### src/rtl/centroid_tracker_pkg.sv
// Shared types for the centroid tracker: FSM states, default widths,
// the divider snapshot bundle and a saturating accumulator add.
package centroid_pkg;

  localparam int DEF_H_W   = 11;
  localparam int DEF_V_W   = 10;
  localparam int DEF_SUM_W = 32;
  localparam int DEF_CNT_W = 20;

  typedef enum logic [1:0] {
    ACCUM,
    DIVIDE,
    PUBLISH
  } state_t;

  typedef struct packed {
    logic [DEF_SUM_W-1:0] sum_x;
    logic [DEF_SUM_W-1:0] sum_y;
    logic [DEF_CNT_W-1:0] count;
  } snap_t;

  // Accumulators pin at all-ones instead of wrapping.
  function automatic logic [DEF_SUM_W-1:0] sat_add(input logic [DEF_SUM_W-1:0] a,
                                                   input logic [DEF_SUM_W-1:0] b);
    logic [DEF_SUM_W:0] s;
    s = {1'b0, a} + {1'b0, b};
    return s[DEF_SUM_W] ? {DEF_SUM_W{1'b1}} : s[DEF_SUM_W-1:0];
  endfunction

endpackage

### src/rtl/centroid_tracker_if.sv
// Pixel-in / centroid-out bundle of the centroid tracker.
// CENTROID_BBOX_EN adds the bounding-box outputs.
interface centroid_tracker_if #(
  parameter int H_W = centroid_pkg::DEF_H_W,
  parameter int V_W = centroid_pkg::DEF_V_W
);
  logic [H_W-1:0] x_in;
  logic [V_W-1:0] y_in;
  logic           valid_in;
  logic           tabulate_in;
  logic [H_W-1:0] x_out;
  logic [V_W-1:0] y_out;
  logic           valid_out;
  logic           busy_out;
`ifdef CENTROID_BBOX_EN
  logic [H_W-1:0] x_min_out;
  logic [H_W-1:0] x_max_out;
  logic [V_W-1:0] y_min_out;
  logic [V_W-1:0] y_max_out;

  modport slave (
    input  x_in, y_in, valid_in, tabulate_in,
    output x_out, y_out, valid_out, busy_out,
    output x_min_out, x_max_out, y_min_out, y_max_out
  );
  modport master (
    output x_in, y_in, valid_in, tabulate_in,
    input  x_out, y_out, valid_out, busy_out,
    input  x_min_out, x_max_out, y_min_out, y_max_out
  );
`else
  modport slave (
    input  x_in, y_in, valid_in, tabulate_in,
    output x_out, y_out, valid_out, busy_out
  );
  modport master (
    output x_in, y_in, valid_in, tabulate_in,
    input  x_out, y_out, valid_out, busy_out
  );
`endif
endinterface

### src/rtl/centroid_tracker_seq_divider.sv
// Restoring divider, one quotient bit per cycle for exactly SUM_W cycles.
// Operands must stay stable while running; only the low Q_W quotient bits are kept.
module seq_divider #(
  parameter int SUM_W = 32,
  parameter int Q_W   = 11
) (
  input  logic             clk_in,
  input  logic             rst_n_in,
  input  logic             start,
  input  logic [SUM_W-1:0] dividend,
  input  logic [SUM_W-1:0] divisor,
  output logic [Q_W-1:0]   quotient,
  output logic             done
);
  localparam int CB = $clog2(SUM_W);

  logic [CB-1:0]    r_cnt;
  logic             r_run;
  logic [SUM_W-1:0] r_rem;
  logic [Q_W-1:0]   r_quo;

  logic [CB-1:0]    w_bit_idx;
  logic [SUM_W:0]   w_trial;
  logic             w_fit;
  logic [SUM_W-1:0] w_diff;

  // Dividend bits are consumed MSB first straight from the stable input.
  assign w_bit_idx = CB'(SUM_W - 1) - r_cnt;
  assign w_trial   = {r_rem, dividend[w_bit_idx]};
  assign w_fit     = w_trial[SUM_W] || (w_trial[SUM_W-1:0] >= divisor);
  assign w_diff    = w_trial[SUM_W-1:0] - divisor;
  assign done      = r_run && (r_cnt == CB'(SUM_W - 1));
  assign quotient  = r_quo;

  always_ff @(posedge clk_in or negedge rst_n_in) begin
    if (!rst_n_in) begin
      r_cnt <= '0;
      r_run <= 1'b0;
      r_rem <= '0;
      r_quo <= '0;
    end else if (start) begin
      r_cnt <= '0;
      r_run <= 1'b1;
      r_rem <= '0;
      r_quo <= '0;
    end else if (r_run) begin
      r_rem <= w_fit ? w_diff : w_trial[SUM_W-1:0];
      r_quo <= {r_quo[Q_W-2:0], w_fit};
      r_cnt <= r_cnt + CB'(1);
      if (done) r_run <= 1'b0;
    end
  end

endmodule

### src/rtl/centroid_tracker.sv
// Per-frame centre of mass of mask pixels, divided iteratively after each frame-end strobe.
// Define CENTROID_BBOX_EN to also publish the per-frame bounding box.
module centroid_tracker
  import centroid_pkg::*;
#(
  parameter int H_W   = DEF_H_W,
  parameter int V_W   = DEF_V_W,
  parameter int SUM_W = DEF_SUM_W,
  parameter int CNT_W = DEF_CNT_W
) (
  input logic               clk_in,
  input logic               rst_n_in,
  centroid_tracker_if.slave bus
);
  state_t r_state, w_state_next;
  logic   w_start, w_publish;

  logic [SUM_W-1:0] r_sum_x, r_sum_y;
  logic [CNT_W-1:0] r_count;
  snap_t            r_snap;

  logic [SUM_W-1:0] w_sum_x_incl, w_sum_y_incl;
  logic [CNT_W-1:0] w_cnt_incl;
  logic [H_W-1:0]   w_quo_x;
  logic [V_W-1:0]   w_quo_y;
  logic             w_done_x, w_done_y;

  logic [H_W-1:0] r_x_out;
  logic [V_W-1:0] r_y_out;
  logic           r_valid_out;

  // Running totals including this cycle's pixel, which belongs to the frame being closed.
  assign w_sum_x_incl = bus.valid_in ? sat_add(r_sum_x, SUM_W'(bus.x_in)) : r_sum_x;
  assign w_sum_y_incl = bus.valid_in ? sat_add(r_sum_y, SUM_W'(bus.y_in)) : r_sum_y;
  assign w_cnt_incl   = (bus.valid_in && !(&r_count)) ? r_count + CNT_W'(1) : r_count;

  always_comb begin
    w_state_next = r_state;
    w_start      = 1'b0;
    w_publish    = 1'b0;
    case (r_state)
      ACCUM: begin
        if (bus.tabulate_in && (w_cnt_incl != '0)) begin
          w_start      = 1'b1;
          w_state_next = DIVIDE;
        end
      end
      DIVIDE: begin
        if (w_done_x && w_done_y) w_state_next = PUBLISH;
      end
      PUBLISH: begin
        w_publish    = 1'b1;
        w_state_next = ACCUM;
      end
      default: w_state_next = ACCUM;
    endcase
  end

  always_ff @(posedge clk_in or negedge rst_n_in) begin
    if (!rst_n_in) r_state <= ACCUM;
    else           r_state <= w_state_next;
  end

  always_ff @(posedge clk_in or negedge rst_n_in) begin
    if (!rst_n_in) begin
      r_sum_x <= '0;
      r_sum_y <= '0;
      r_count <= '0;
      r_snap  <= '0;
    end else begin
      if (bus.tabulate_in) begin
        r_sum_x <= '0;
        r_sum_y <= '0;
        r_count <= '0;
      end else begin
        r_sum_x <= w_sum_x_incl;
        r_sum_y <= w_sum_y_incl;
        r_count <= w_cnt_incl;
      end
      if (w_start) begin
        r_snap.sum_x <= w_sum_x_incl;
        r_snap.sum_y <= w_sum_y_incl;
        r_snap.count <= w_cnt_incl;
      end
    end
  end

  seq_divider #(.SUM_W(SUM_W), .Q_W(H_W)) u_div_x (
    .clk_in   (clk_in),
    .rst_n_in (rst_n_in),
    .start    (w_start),
    .dividend (r_snap.sum_x),
    .divisor  (SUM_W'(r_snap.count)),
    .quotient (w_quo_x),
    .done     (w_done_x)
  );

  seq_divider #(.SUM_W(SUM_W), .Q_W(V_W)) u_div_y (
    .clk_in   (clk_in),
    .rst_n_in (rst_n_in),
    .start    (w_start),
    .dividend (r_snap.sum_y),
    .divisor  (SUM_W'(r_snap.count)),
    .quotient (w_quo_y),
    .done     (w_done_y)
  );

  always_ff @(posedge clk_in or negedge rst_n_in) begin
    if (!rst_n_in) begin
      r_x_out     <= '0;
      r_y_out     <= '0;
      r_valid_out <= 1'b0;
    end else begin
      r_valid_out <= w_publish;
      if (w_publish) begin
        r_x_out <= w_quo_x;
        r_y_out <= w_quo_y;
      end
    end
  end

  assign bus.x_out     = r_x_out;
  assign bus.y_out     = r_y_out;
  assign bus.valid_out = r_valid_out;
  assign bus.busy_out  = (r_state == DIVIDE);

`ifdef CENTROID_BBOX_EN
  logic [H_W-1:0] r_x_min, r_x_max, r_snap_x_min, r_snap_x_max, r_x_min_out, r_x_max_out;
  logic [V_W-1:0] r_y_min, r_y_max, r_snap_y_min, r_snap_y_max, r_y_min_out, r_y_max_out;
  logic [H_W-1:0] w_x_min_incl, w_x_max_incl;
  logic [V_W-1:0] w_y_min_incl, w_y_max_incl;

  assign w_x_min_incl = (bus.valid_in && bus.x_in < r_x_min) ? bus.x_in : r_x_min;
  assign w_x_max_incl = (bus.valid_in && bus.x_in > r_x_max) ? bus.x_in : r_x_max;
  assign w_y_min_incl = (bus.valid_in && bus.y_in < r_y_min) ? bus.y_in : r_y_min;
  assign w_y_max_incl = (bus.valid_in && bus.y_in > r_y_max) ? bus.y_in : r_y_max;

  always_ff @(posedge clk_in or negedge rst_n_in) begin
    if (!rst_n_in) begin
      r_x_min      <= '1;
      r_x_max      <= '0;
      r_y_min      <= '1;
      r_y_max      <= '0;
      r_snap_x_min <= '1;
      r_snap_x_max <= '0;
      r_snap_y_min <= '1;
      r_snap_y_max <= '0;
      r_x_min_out  <= '0;
      r_x_max_out  <= '0;
      r_y_min_out  <= '0;
      r_y_max_out  <= '0;
    end else begin
      if (bus.tabulate_in) begin
        r_x_min <= '1;
        r_x_max <= '0;
        r_y_min <= '1;
        r_y_max <= '0;
      end else begin
        r_x_min <= w_x_min_incl;
        r_x_max <= w_x_max_incl;
        r_y_min <= w_y_min_incl;
        r_y_max <= w_y_max_incl;
      end
      if (w_start) begin
        r_snap_x_min <= w_x_min_incl;
        r_snap_x_max <= w_x_max_incl;
        r_snap_y_min <= w_y_min_incl;
        r_snap_y_max <= w_y_max_incl;
      end
      if (w_publish) begin
        r_x_min_out <= r_snap_x_min;
        r_x_max_out <= r_snap_x_max;
        r_y_min_out <= r_snap_y_min;
        r_y_max_out <= r_snap_y_max;
      end
    end
  end

  assign bus.x_min_out = r_x_min_out;
  assign bus.x_max_out = r_x_max_out;
  assign bus.y_min_out = r_y_min_out;
  assign bus.y_max_out = r_y_max_out;
`endif

endmodule

### src/flat_wrapper.sv
// flat-port wrapper written by rule: the top's interface ports become plain ports
module centroid_tracker_flat import centroid_pkg::*;
#(
  parameter int H_W   = DEF_H_W,
  parameter int V_W   = DEF_V_W,
  parameter int SUM_W = DEF_SUM_W,
  parameter int CNT_W = DEF_CNT_W
)
  (clk_in, rst_n_in, bus_x_in, bus_y_in, bus_valid_in, bus_tabulate_in, bus_x_out, bus_y_out, bus_valid_out, bus_busy_out);
  centroid_tracker_if #(.H_W(H_W), .V_W(V_W)) bus_i ();
  input logic clk_in;
  input logic rst_n_in;
  input wire logic [$bits(bus_i.x_in)-1:0] bus_x_in;
  input wire logic [$bits(bus_i.y_in)-1:0] bus_y_in;
  input wire logic [$bits(bus_i.valid_in)-1:0] bus_valid_in;
  input wire logic [$bits(bus_i.tabulate_in)-1:0] bus_tabulate_in;
  output wire logic [$bits(bus_i.x_out)-1:0] bus_x_out;
  output wire logic [$bits(bus_i.y_out)-1:0] bus_y_out;
  output wire logic [$bits(bus_i.valid_out)-1:0] bus_valid_out;
  output wire logic [$bits(bus_i.busy_out)-1:0] bus_busy_out;
  assign bus_i.x_in = bus_x_in;
  assign bus_i.y_in = bus_y_in;
  assign bus_i.valid_in = bus_valid_in;
  assign bus_i.tabulate_in = bus_tabulate_in;
  assign bus_x_out = bus_i.x_out;
  assign bus_y_out = bus_i.y_out;
  assign bus_valid_out = bus_i.valid_out;
  assign bus_busy_out = bus_i.busy_out;
  centroid_tracker #(.H_W(H_W), .V_W(V_W), .SUM_W(SUM_W), .CNT_W(CNT_W)) u_core (.clk_in(clk_in), .rst_n_in(rst_n_in), .bus(bus_i));
endmodule
### config.mk
export PLATFORM = sky130hd
export DESIGN_NAME = centroid_tracker_flat
export DESIGN_NICKNAME = d
export VERILOG_FILES = /design/src/rtl/centroid_tracker_pkg.sv /design/src/rtl/centroid_tracker_if.sv /design/src/rtl/centroid_tracker_seq_divider.sv /design/src/rtl/centroid_tracker.sv /design/src/flat_wrapper.sv
export SDC_FILE = /design/constraint.sdc
export NUM_CORES = 1
export LEC_CHECK = 0
export CAP_MARGIN = 20
export CORE_UTILIZATION = 30
export DETAILED_ROUTE_END_ITERATION = 12
export PLACE_DENSITY = 0.42
export SKIP_LAST_GASP = 1
export SLEW_MARGIN = 15
export SYNTH_ARGS = -nofsm -noshare
export SYNTH_HDL_FRONTEND = slang
export SYNTH_HIERARCHICAL = 1
export SYNTH_SLANG_ARGS = --single-unit
### constraint.sdc
create_clock -name clk_in -period 9.2 [get_ports clk_in]
set_clock_uncertainty 0.15 [all_clocks]
set_input_delay 1.84 -clock clk_in [delete_from_list [all_inputs] [get_ports clk_in]]
set_output_delay 1.84 -clock clk_in [all_outputs]
set_load 0.005 [all_outputs]
==> run summary, run 1 <==
outcome -> finished clean
antenna-violating nets left -> 0
Clk Latency, worst-skew pair -> 0.56 ns
Hold Buf Count CTS -> 0
Worst Max-Slew Pin Slew -> 1.07 ns
Final Hold Viols -> 0
Area after DPL -> 20,100 µm²
die area -> 63,900 µm²
Yosys warnings -> 6
reg2reg setup slack -> 3.55 ns
gr ovfl total -> 0
worst path bufs/invs -> 3
Clock transition at path regs -> 0.06 ns
Slew Viols, Final -> 0
number of top-level pins -> 48
#FFs+latches synth -> 289
post-CTS setup buffer count -> 0
asr flop ratio synth -> 1.00
Horiz. Die Dim -> 253 µm
All-Layer GR Usage -> 0.157
GP Congestion -> 0.838
sum of negative setup slack -> 0 ns
initial antenna violation count -> 0
main flop type after synthesis -> dfrtp_1
DP Worst Slack -> 2.91 ns
Sinks on Clock Net -> 289
leakage power -> 9.35 nW
Slew HR -> 0.287
critical path type -> input pin to register
CTS resizes -> 0
final core occ -> 0.344
Max Buffers Root-to-Sink -> 3
CTS tree -> yes
syn avg cell area -> 9.19 µm²
fraction of layout cells with a size suffix above 1 -> 0.0822
diodes inserted -> 0
commonest non-fill, non-tap cell in the layout -> dfrtp_1
Worst Setup End Kind -> register
hold crit path type -> register to register
critical path's top delay family -> buffers and inverters
CP max-delay cell -> buf_4
fin crit period -> 5.69 ns
most frequent cells in the layout -> 287 x dfrtp_1, 216 x nor2_1, 159 x nand2_1, 147 x inv_1, 135 x a21oi_1
CTS Buf Count -> 38
Crit path arrival time -> 5.98 ns
row count -> 91
Core Box Area -> 61,900 µm²
DRT Wirelength -> 48,900 µm
Area Overhead vs Synth -> 13.0%
number of port buffers -> 47
Initial Util -> 0.305
final hold slack -> 0.327 ns
final setup margin -> 3.51 ns
H-tree depth -> 2
Vias -> 14,900
initial DRC count -> 726
post-synthesis sequential area ratio -> 0.383
hpwl dp -> 33,700 µm
final setup violation count -> 0
max-cap check violation count -> 0
wire length per cell -> 16.7 µm
vias in the first global route -> 15,200
CP Max Fanout -> 68
final instance area -> 21,300 µm²
Post-Synthesis Cells -> 2,052
worst-case reg-to-reg path depth -> 15
Nets -> 2,188
CP startpoint kind -> input pin
routed vias/inst -> 5.08
crit path cell chain -> buf_2, and4_1, nand4_1, nor4_2, nand4_1, xor2_1, a41oi_4, buf_4, buf_4, mux2_1
P per Cell Area -> 320 nW/µm²
Residual DRC -> 0
first drt pass iteration count -> 5
Netlist cell types -> 88
RSZ-0062 raised after global routing -> no
Worst Path Required -> 9.49 ns
Worst Hold Depth -> 1
Final period util -> 0.618
first-pass GRT wire length -> 81,700 µm
largest net degree at the start of global routing -> 143
Die H -> 253 µm
clk root buf -> clkbuf_16
max incr delay on CP -> 0.90 ns
max frequency -> 0.176 GHz
CP Depth -> 10
Max VDD drop -> 0.000129 V
Cell Area, Synth -> 18,900 µm²
Post-synth EDFFs -> 0
## layer usage
metal	part of all wire	vias up	track usage
met4	0.025	0	0.0485
met5	0	-	0
met1	0.50	7221	0.219
met3	0.034	66	0.0227
met2	0.44	207	0.249
li1	-	7378	-
## stage by stage
step	std cells	power [mW]
2_1_floorplan	2075	4.64
3_3_place_gp	2865	5.37
3_5_place_dp	2865	5.40
4_1_cts	2929	6.93
5_1_grt	2930	7.44
6_report	2930	6.81
## final cells by class
type / instances / area, µm²
fill: 6417 / 40600
clock buffer: 57 / 1100
timing repair buffer: 63 / 611
multi-input combinational: 1530 / 10700
sequential: 289 / 7230
inverter: 147 / 552
tap: 837 / 1050
clock inverter: 7 / 111
## power by group
part           internal, mW  total [mW]  switching (mW)
combinational          1.50        3.43            1.93
sequential             1.62        1.92           0.305
clock                 0.883        1.46           0.578
total                  4.00        6.81            2.82
## cells in the mapped netlist (25+ instances only)
cell | count | area [µm²]
inv_1 | 147 | 552
dfrtp_1 | 289 | 7230
nand4_1 | 36 | 225
ha_1 | 90 | 1130
nand3_1 | 63 | 315
nand2_1 | 159 | 597
xor2_1 | 34 | 298
a211oi_1 | 43 | 323
o21ai_0 | 66 | 330
xnor2_1 | 47 | 412
clkbuf_1 | 68 | 255
mux2_2 | 25 | 282
a21oi_1 | 135 | 676
and3_1 | 43 | 269
nor3_1 | 38 | 190
mux2i_1 | 108 | 1080
a21o_1 | 33 | 248
nor2_1 | 216 | 811
a31oi_1 | 29 | 181
## cell families after synthesis
family | synth area share
multiplexers | 0.117
AO/OA/AOI/OAI | 0.164
flip-flops | 0.383
other | 0.000199
adder cells (fa/ha/maj) | 0.0639
XOR/XNOR | 0.0376
AND/OR/NAND/NOR | 0.176
buffers and inverters | 0.0581
## worst paths after layout
kind,from,to
max reg2reg,u_core/u_div_y/r_cnt[0],u_core/u_div_y/r_rem[28]
max in group asynchronous,rst_n_in,u_core/u_div_x/r_run
min reg2reg,u_core/r_snap[81],u_core/r_snap[81]
min,u_core/r_snap[81],u_core/r_snap[81]
max,bus_valid_in,u_core/r_snap[83]
min in group asynchronous,rst_n_in,u_core/u_div_y/r_rem[31]
## state kept, by name, indices dropped and copies added, names as in the netlist, 11 cells and up
register                 count
u_core/r_count              20
u_core/u_div_x/r_rem        32
u_core/r_sum_x              32
u_core/bus.x_out            11
u_core/r_snap               84
u_core/u_div_y/r_rem        32
u_core/u_div_x/quotient     11
u_core/r_sum_y              32
(Power assumes the default switching activity.)
==> run 2: changes to the inputs <==
Clock period 9.2 ns to 5.3 ns, I/O delays scaled along.
==> run 2 against run 1 <==
Non-clock buffer count increased by 10. Flip-flop and latch count unchanged. Global-route usage increased by 0.13 points. Sequential share of layout area decreased by 0.40 points. Sequential power up 72%. Largest power group unchanged.
==> run summary, run 2 (same netlist as run 1, synthesis figures left out) <==
outcome -> finished clean (unchanged)
reg2reg setup slack -> 0.38 ns (was 3.55 ns)
Clk Latency, worst-skew pair -> 0.56 ns (about the same)
wire length per cell -> 16.8 µm (was 16.7 µm)
final setup violation count -> 0 (unchanged)
first-pass GRT wire length -> 82,100 µm (was 81,700 µm)
largest net degree at the start of global routing -> 103 (was 143)
number of top-level pins -> 48 (unchanged)
crit path cell chain -> buf_4, mux4_2, mux4_2, mux2i_1, ha_1, fa_1, nor2b_4, o31a_4, o311ai_4, a21oi_2, a211oi_1, o31a_1, buf_4, nand2b_1, a31oi_1, a311oi_1 (was buf_2, and4_1, nand4_1, nor4_2, nand4_1, xor2_1, a41oi_4, buf_4, buf_4, mux2_1)
# placed instances -> 2,876 (was 2,865)
Clock transition at path regs -> 0.05 ns (was 0.06 ns)
Area after DPL -> 20,200 µm² (was 20,100 µm²)
max frequency -> 0.203 GHz
number of port buffers -> 47 (unchanged)
max-cap check violation count -> 0 (unchanged)
commonest non-fill, non-tap cell in the layout -> dfrtp_1 (unchanged)
Die H -> 253 µm (unchanged)
Core Box Area -> 61,900 µm² (unchanged)
initial DRC count -> 837 (was 726)
fin crit period -> 4.92 ns
Initial Util -> 0.305 (unchanged)
die area -> 63,900 µm² (unchanged)
reg-to-reg startpoint -> u_core/u_div_y/r_cnt[0] (unchanged)
Pint -> 7.23 mW (was 4.00 mW)
Seq pwr share -> 0.272 (was 0.282)
GP Congestion -> 0.814 (was 0.838)
crit path capture -> u_core/u_div_y/r_rem[30] (was u_core/r_snap[83])
Max VDD drop -> 0.000233 V (was 0.000129 V)
Sinks on Clock Net -> 289 (unchanged)
CP Max Fanout -> 10 (was 68)
leakage power -> 9.48 nW (was 9.35 nW)
Hold Buf Count CTS -> 0 (unchanged)
Area Overhead vs Synth -> 14.3% (was 13.0%)
CP Depth -> 16 (was 10)
Final Hold Viols -> 0 (unchanged)
max incr delay on CP -> 0.53 ns (was 0.90 ns)
worst-case reg-to-reg path depth -> 16 (was 15)
Max Buffers Root-to-Sink -> 3 (unchanged)
DRT Wirelength -> 49,400 µm (was 48,900 µm)
Slew HR -> 0.396 (was 0.287)
critical path type -> register to register (was input pin to register)
max reg flops -> 84 (unchanged)
crit path from -> u_core/u_div_y/r_cnt[0] (was bus_valid_in)
Logic pwr share -> 0.497 (was 0.503)
H-tree depth -> 2 (unchanged)
Crit path arrival time -> 5.15 ns (was 5.98 ns)
total power draw -> 12.2 mW (was 6.81 mW)
CTS Buf Count -> 38 (unchanged)
CTS tree -> yes (unchanged)
Worst Max-Slew Pin Slew -> 0.906 ns (was 1.07 ns)
clk root buf -> clkbuf_16 (unchanged)
Reg with most FFs -> u_core/r_snap (unchanged)
critical path's top delay family -> compound AO/OA/AOI/OAI gates (was buffers and inverters)
row count -> 91 (unchanged)
CP max-delay cell -> o31a_1 (was buf_4)
multi-input logic area -> 10,700 µm² (unchanged)
CTS resizes -> 0 (unchanged)
diodes inserted -> 0 (unchanged)
Horiz. Die Dim -> 253 µm (unchanged)
hpwl dp -> 34,200 µm (was 33,700 µm)
vias in the first global route -> 15,000 (was 15,200)
fraction of layout cells with a size suffix above 1 -> 0.0898 (was 0.0822)
worst path bufs/invs -> 2 (was 3)
P per Cell Area -> 564 nW/µm² (was 320 nW/µm²)
post-CTS setup buffer count -> 0 (unchanged)
first drt pass iteration count -> 5 (unchanged)
routed vias/inst -> 5.09 (was 5.08)
All-Layer GR Usage -> 0.158 (was 0.157)
end of the worst register-to-register path -> u_core/u_div_y/r_rem[30] (was u_core/u_div_y/r_rem[28])
CP startpoint kind -> register (was input pin)
Worst Setup End Kind -> register (unchanged)
Slew Viols, Final -> 0 (unchanged)
Worst Path Required -> 5.53 ns (was 9.49 ns)
Vias -> 15,000 (was 14,900)
fill cell count -> 6,402 (was 6,417)
antenna-violating nets left -> 0 (unchanged)
final instance area -> 21,600 µm² (was 21,300 µm²)
Residual DRC -> 0 (unchanged)
RSZ-0062 raised after global routing -> no (unchanged)
Switch Pwr -> 4.94 mW (was 2.82 mW)
gr ovfl total -> 0 (unchanged)
initial antenna violation count -> 0 (unchanged)
Nets -> 2,198 (was 2,188)
clock group share of total power -> 0.231 (was 0.214)
Switching Fraction -> 0.406 (was 0.413)
hold crit path type -> register to register (unchanged)
most frequent cells in the layout -> 287 x dfrtp_1, 216 x nor2_1, 159 x nand2_1, 147 x inv_1, 135 x a21oi_1 (unchanged)
sum of negative setup slack -> 0 ns (unchanged)
final non-filler cell total -> 2,942 (was 2,930)
FF+latch area -> 7230 µm² (unchanged)
Final period util -> 0.928
run 2: changes by cell type in the layout (fill, tap and decap cells not counted), sizes merged:
cell      delta
buf         +10
clkinv       +1
clkbuf       -6
bufinv       +5
clkinvlp     +1
inv          +1
run 2: how the worst min path moves through the flow:
| stage | startpoint | endpoint | slack (ns) | cells past startpoint |
|---|---|---|---|---|
| 2_1_floorplan | u_core/r_snap[81] | u_core/r_snap[81] | 0.30 | 1 |
| 3_3_place_gp | u_core/r_snap[31] | u_core/r_snap[31] | 0.31 | 1 |
| 3_5_place_dp | u_core/r_snap[79] | u_core/r_snap[79] | 0.32 | 1 |
| 4_1_cts | u_core/r_snap[31] | u_core/r_snap[31] | 0.34 | 1 |
| 5_1_grt | u_core/r_snap[81] | u_core/r_snap[81] | 0.36 | 1 |
| 6_report | u_core/r_snap[81] | u_core/r_snap[81] | 0.33 | 1 |
run 2: power groups by stage:
stage | clock network (mW) | registers, mW | logic (mW)
global placement | 0 | 3.35 | 6.06
CTS | 2.93 | 3.32 | 6.11
detailed placement | 0 | 3.35 | 6.07
floorplan | 0 | 3.13 | 4.92
global route | 3.00 | 3.40 | 6.88
finish | 2.81 | 3.31 | 6.05
run 2: worst register-to-register path: stages (launching register included):
cell and delay [ns]:
dfrtp_1 0.35, buf_4 0.18, mux4_2 0.52, mux4_2 0.49, mux2i_1 0.22, ha_1 0.22
fa_1 0.27, nor2b_4 0.06, o31a_4 0.30, o311ai_4 0.32, a21oi_2 0.12, a211oi_1 0.44
o31a_1 0.53, buf_4 0.27, nand2b_1 0.07, a31oi_1 0.16, a311oi_1 0.07
run 2: metrics by stage:
stage          hold slack (ns)  utilization  setup WS, ns
2_1_floorplan            0.302            -          1.04
3_3_place_gp             0.312        0.326         0.453
3_5_place_dp             0.325        0.326         0.378
4_1_cts                  0.339        0.348         0.364
5_1_grt                  0.357        0.348        0.0677
6_report                 0.331        0.348         0.382
run 2: metal layers:
metal  vias to the layer above  global-route usage  routed length, µm
met5                         -                   0                  0
met4                         0              0.0468               1160
met3                        63              0.0214               1590
met2                       196               0.251              22100
met1                      7342               0.223              24500
li1                       7372                   -                  -
run 2: layout make-up:
class / instances / share of cell area
multi-input combinational: 1530 / 0.494
sequential: 289 / 0.335
clock buffer: 51 / 0.0501
tap: 837 / 0.0486
timing repair buffer: 73 / 0.0335
inverter: 147 / 0.0256
clock inverter: 15 / 0.0126
